<file path="src/rtl/mant_div_seq.sv">
// mant_div_seq: sequential restoring divider for normalized mantissas.
// Produces one quotient bit per cycle, MSB first. The quotient is
// floor(A*2^(W+1)/B) over W+2 bits, and a sticky bit flags a non-zero
// final remainder. A zero divisor skips the iteration and returns
// all-ones with dbz set.
// Optional build macro: MANT_DIV_EARLY_TERM_EN. When it is defined, the
// divider stops as soon as the partial remainder becomes zero and
// zero-fills the remaining quotient bits.
module mant_div_seq #(
  parameter int W = 24
) (
  input  logic           clk,
  input  logic           rst_n,
  input  logic           start,
  input  logic [W-1:0]   dividend,
  input  logic [W-1:0]   divisor,
  output logic           ready,
  output logic           busy,
  output logic           done,
  output logic [W+1:0]   quotient,
  output logic           sticky,
  output logic           dbz
);

  localparam int QW = W + 2;
  localparam int CW = $clog2(W + 3);
  localparam logic [CW-1:0] LAST_CNT = CW'(W + 1);

  typedef enum logic [1:0] {
    IDLE = 2'd0,
    CALC = 2'd1,
    DONE = 2'd2
  } state_t;

  state_t          state_r;
  state_t          state_s;
  logic [QW-1:0]   r_r;
  logic [W-1:0]    b_r;
  logic [CW-1:0]   count_r;
  logic [QW-1:0]   quotient_r;
  logic            sticky_r;
  logic            dbz_r;
  logic            ready_r;
  logic            busy_r;
  logic            done_r;

  logic [QW:0]     sub_s;
  logic            q_bit_s;
  logic [QW-1:0]   r_iter_s;
  logic [QW-1:0]   quot_iter_s;
  logic            last_iter_s;
  logic            early_zero_s;
  logic            finish_s;
  logic [QW-1:0]   quot_final_s;
  logic            accept_s;
  logic            div_zero_s;

  // Bit-serial ripple subtract with no carry-in: returns {borrow, a-b}.
  function automatic logic [QW:0] ripple_sub(input logic [QW-1:0] a,
                                             input logic [QW-1:0] b);
    logic [QW-1:0] diff;
    logic          brw;
    brw = 1'b0;
    for (int i = 0; i < QW; i++) begin
      diff[i] = a[i] ^ b[i] ^ brw;
      brw     = (~a[i] & b[i]) | (~(a[i] ^ b[i]) & brw);
    end
    return {brw, diff};
  endfunction

  assign accept_s   = start && (state_r == IDLE);
  assign div_zero_s = (divisor == {W{1'b0}});

  // One restoring step: trial subtract, keep or restore, then shift left.
  always_comb begin
    sub_s       = ripple_sub(r_r, {2'b00, b_r});
    q_bit_s     = ~sub_s[QW];
    r_iter_s    = {QW{1'b0}};
    if (q_bit_s) begin
      r_iter_s = {sub_s[QW-2:0], 1'b0};
    end else begin
      r_iter_s = {r_r[QW-2:0], 1'b0};
    end
    quot_iter_s = {quotient_r[W:0], q_bit_s};
    last_iter_s = (count_r == LAST_CNT);
  end

`ifdef MANT_DIV_EARLY_TERM_EN
  assign early_zero_s = (r_iter_s == {QW{1'b0}});
`else
  assign early_zero_s = 1'b0;
`endif

  assign finish_s = last_iter_s || early_zero_s;

  // Final quotient: on early exit the unprocessed low bits are zero.
  always_comb begin
    quot_final_s = quot_iter_s;
    if (early_zero_s) begin
      quot_final_s = quot_iter_s << (LAST_CNT - count_r);
    end else begin
      quot_final_s = quot_iter_s;
    end
  end

  // Next-state logic for the IDLE/CALC/DONE controller.
  always_comb begin
    state_s = state_r;
    case (state_r)
      IDLE: begin
        if (start) begin
          if (div_zero_s) begin
            state_s = DONE;
          end else begin
            state_s = CALC;
          end
        end else begin
          state_s = IDLE;
        end
      end
      CALC: begin
        if (finish_s) begin
          state_s = DONE;
        end else begin
          state_s = CALC;
        end
      end
      DONE:    state_s = IDLE;
      default: state_s = IDLE;
    endcase
  end

  // State register.
  always_ff @(posedge clk) begin
    if (!rst_n) begin
      state_r <= IDLE;
    end else begin
      state_r <= state_s;
    end
  end

  // Status flags, registered from the next state so they track state_r exactly.
  always_ff @(posedge clk) begin
    if (!rst_n) begin
      ready_r <= 1'b1;
      busy_r  <= 1'b0;
      done_r  <= 1'b0;
    end else begin
      ready_r <= (state_s == IDLE);
      busy_r  <= (state_s == CALC);
      done_r  <= (state_s == DONE);
    end
  end

  // Datapath: capture operands on accept, iterate in CALC, hold otherwise.
  always_ff @(posedge clk) begin
    if (!rst_n) begin
      r_r        <= {QW{1'b0}};
      b_r        <= {W{1'b0}};
      count_r    <= {CW{1'b0}};
      quotient_r <= {QW{1'b0}};
      sticky_r   <= 1'b0;
      dbz_r      <= 1'b0;
    end else begin
      case (state_r)
        IDLE: begin
          if (accept_s) begin
            b_r      <= divisor;
            r_r      <= {2'b00, dividend};
            count_r  <= {CW{1'b0}};
            sticky_r <= 1'b0;
            if (div_zero_s) begin
              quotient_r <= {QW{1'b1}};
              dbz_r      <= 1'b1;
            end else begin
              quotient_r <= {QW{1'b0}};
              dbz_r      <= 1'b0;
            end
          end
        end
        CALC: begin
          r_r     <= r_iter_s;
          count_r <= count_r + CW'(1);
          if (finish_s) begin
            quotient_r <= quot_final_s;
            sticky_r   <= (r_iter_s != {QW{1'b0}});
          end else begin
            quotient_r <= quot_iter_s;
          end
        end
        DONE: begin
          quotient_r <= quotient_r;
        end
        default: begin
          quotient_r <= quotient_r;
        end
      endcase
    end
  end

  assign ready    = ready_r;
  assign busy     = busy_r;
  assign done     = done_r;
  assign quotient = quotient_r;
  assign sticky   = sticky_r;
  assign dbz      = dbz_r;

endmodule
</file>
<file path="config.mk">
export PLATFORM = sky130hd
export DESIGN_NAME = mant_div_seq
export DESIGN_NICKNAME = d
export VERILOG_FILES = /design/src/rtl/mant_div_seq.sv
export SDC_FILE = /design/constraint.sdc
export NUM_CORES = 1
export LEC_CHECK = 0
export CAP_MARGIN = 20
export CORE_MARGIN = 2
export CORE_UTILIZATION = 53
export DETAILED_ROUTE_END_ITERATION = 6
export GPL_TIMING_DRIVEN = 0
export PLACE_DENSITY_LB_ADDON = 0.15
export SYNTH_ARGS = -nofsm -noshare
export SYNTH_HDL_FRONTEND = slang
export SYNTH_SLANG_ARGS = --single-unit
</file>
<file path="constraint.sdc">
create_clock -name clk -period 12.9 [get_ports clk]
set_input_delay 1.29 -clock clk [delete_from_list [all_inputs] [get_ports clk]]
set_output_delay 1.29 -clock clk [all_outputs]
set_load 0.02 [all_outputs]
</file>
==> results.json <==
{
  "io_buffer_count": 80,
  "synth_ff_type": "dfxtp_1",
  "cts-htree-levels": 3,
  "cp.arrival_ps": 11410,
  "ys_types": 48,
  "min_period_over_period": 0.862,
  "worstHoldStart": "b_r[23]$_SDFFE_PN0P_",
  "start_util": 0.543,
  "postCtsResizedCells": 0,
  "criticalPathCategory": "reg2reg",
  "rows": 33,
  "fin_crit_ps": 11120,
  "syn_to_final_growth_pct": 25.2,
  "yosysTopAreaCellShare": 0.397,
  "ir_drop_mv": 0.0646,
  "cp_slowest_cell": "buf_1",
  "worst_setup_path_start_kind": "register",
  "setup_viol": 0,
  "hold_ws_ps": 485,
  "synth_edf_count": 0,
  "whs_path_depth": 2,
  "synth_fp_nets": 579,
  "yosysMostFrequentCell": "dfxtp_1",
  "synth_top_family_by_area": "compound AO/OA/AOI/OAI gates",
  "num_vias": 4023,
  "synth_seq_area_share": 0.397,
  "netlist_top_cells_count": "88 x dfxtp_1, 77 x a21oi_1, 75 x nand2_1",
  "cts_buffers": 9,
  "max_stage_delay_ps": 430,
  "place_inst": 686,
  "place_area_um2": 5380,
  "wirelength_um": 11500,
  "synth.area.top_cells": "dfxtp_1 40%, fa_1 10%, a21oi_1 8.7%",
  "tightest_slew_ps": 625,
  "post_cts_buffers": 0,
  "clock-sinks": 88,
  "synth_top_area_cell": "dfxtp_1",
  "ioPinCount": 82,
  "final_cells": 702,
  "rr_worst_depth": 33,
  "cts_tree": "done",
  "p_per_area_nw_per_um2": 136,
  "reg2reg_from": "r_r[0]$_SDFFE_PN0P_",
  "cts_root_buf": "clkbuf_8",
  "die_w_um": 95.6,
  "synth-compound-area-share": 0.262,
  "fillers": 676,
  "grt_pass1_wl_um": 18600,
  "path_delay_family": "adder cells",
  "grt_max_degree": 17,
  "wire_per_inst_um": 16.3,
  "fin_area_um2": 5560,
  "postSynthAreaPerCell_um2": 8.87,
  "critPathMaxFanout": 10,
  "crit_required_ps": 13190,
  "crit_start": "r_r[0]$_SDFFE_PN0P_",
  "nets": 670,
  "hold_viol_final": 0,
  "synth_seq_cells": 88,
  "cts.clk_slew.worst_paths_ps": 100,
  "hpwl_um": 8700,
  "rsz0062_at_grt": "false",
  "async_reset_ff_frac": 0,
  "synthMuxAreaShare": 0.00253,
  "drive_above_1_share": 0.0754,
  "drt-pass1-iter-count": 5,
  "core_um2": 8180,
  "netlist_area_um2": 4440,
  "p_leak_nw": 2.02,
  "track_usage": 0.265,
  "via_per_inst": 5.73,
  "slew_headroom": 0.579,
  "synthSimpleGateAreaFrac": 0.141,
  "max_freq_ghz": 0.0899,
  "drv_slew": 0,
  "cp-end-kind": "register",
  "clk_latency_ps": 360,
  "hold_path_class": "reg2reg",
  "cts_buffer_depth": 2,
  "path_depth": 33,
  "status": "finished clean",
  "grt_pass1_vias": 3805,
  "route.detailed.drc": 0,
  "drv_cap": 0,
  "synth-xor-area-share": 0,
  "yosysWarnings": 0,
  "antenna_found_initial": 0,
  "cp_common_cell": "fa_1",
  "ant_nets": 0,
  "path_buf_inv": 5,
  "cts_hold_buf": 0,
  "die_h_um": 95.6,
  "gp_congestion": 0.942,
  "setup_tns_ps": 0,
  "drt_iter0_drc": 319,
  "synth_cells": 501,
  "finalClockSkew_ps": 14.7,
  "die-area_um2": 9130,
  "antennaDiodeCount": 0,
  "synth_fa_ha_area_frac": 0.115,
  "grt-ovfl-total": 0
}
per-stage QoR:
stage / power, mW / utilization / setup WS, ps
floorplan: 0.485 / - / 2670
global placement: 0.566 / 0.657 / 1980
detailed placement: 0.571 / 0.657 / 1920
CTS: 0.752 / 0.680 / 1860
global route: 0.799 / 0.680 / 1400
finish: 0.754 / 0.680 / 1780
power by group:
part | switching (mW) | total (mW) | internal, mW
logic | 0.142 | 0.254 | 0.112
clock network | 0.106 | 0.184 | 0.0773
registers | 0.0222 | 0.317 | 0.295
state kept, by name, summed over array words and instances (netlist names):
name,count
state_r,2
count_r,5
quotient,26
sticky,1
r_r,26
dbz,1
b_r,24
busy,1
done,1
ready,1
cell type report:
type / count / area (um^2) / area share
Clock buffer: 10 / 138 / 0.0247
Buffer: 39 / 263 / 0.0472
Clock inverter: 6 / 50.0 / 0.00900
Sequential cell: 88 / 1760 / 0.317
Multi-Input combinational cell: 345 / 2310 / 0.415
Tap cell: 105 / 131 / 0.0236
Inverter: 29 / 109 / 0.0196
Timing Repair Buffer: 80 / 801 / 0.144
worst min-delay path, stage by stage (launching register included):
cell and delay (ps):
dfxtp_1 330, nand2_1 60, a21oi_1 50
layout by cell type (no fill, tap or decap), types with 3 or more instances in the layout:
cell,synthesis,final
a21boi_0,23,23
a22oi_1,24,24
fa_1,23,23
o21ai_0,27,27
nand2_1,75,75
dfxtp_1,88,88
clkbuf_8,5,15
nor2_1,10,10
ha_1,4,4
clkbuf_1,16,16
nand3_1,4,4
o211ai_1,23,23
a21oi_1,77,77
o22ai_1,3,3
nor4_1,11,11
clkdlybuf4s50_1,0,80
inv_1,28,28
buf_2,10,10
o21a_1,5,5
nand4_1,7,7
logic make-up after synthesis:
kind of cell / after synthesis
simple gates: 128
fa+ha+maj: 27
flops: 88
mux: 1
compound gates: 189
buf+inv: 68
metal layers:
layer | up-vias | part of all wire | track usage
met5 | - | 0 | 0
met3 | 24 | 0.048 | 0.0348
li1 | 1949 | - | -
met4 | 0 | 0.026 | 0.101
met1 | 1916 | 0.43 | 0.340
met2 | 134 | 0.50 | 0.452
final timing paths:
path / end / slack, ps
max: r_r[21]$_SDFFE_PN0P_ / 1780
max reg2reg: r_r[21]$_SDFFE_PN0P_ / 1780
min reg2reg: b_r[23]$_SDFFE_PN0P_ / 480
min: b_r[23]$_SDFFE_PN0P_ / 480
No activity file was read; power rests on OpenSTA's default activity.
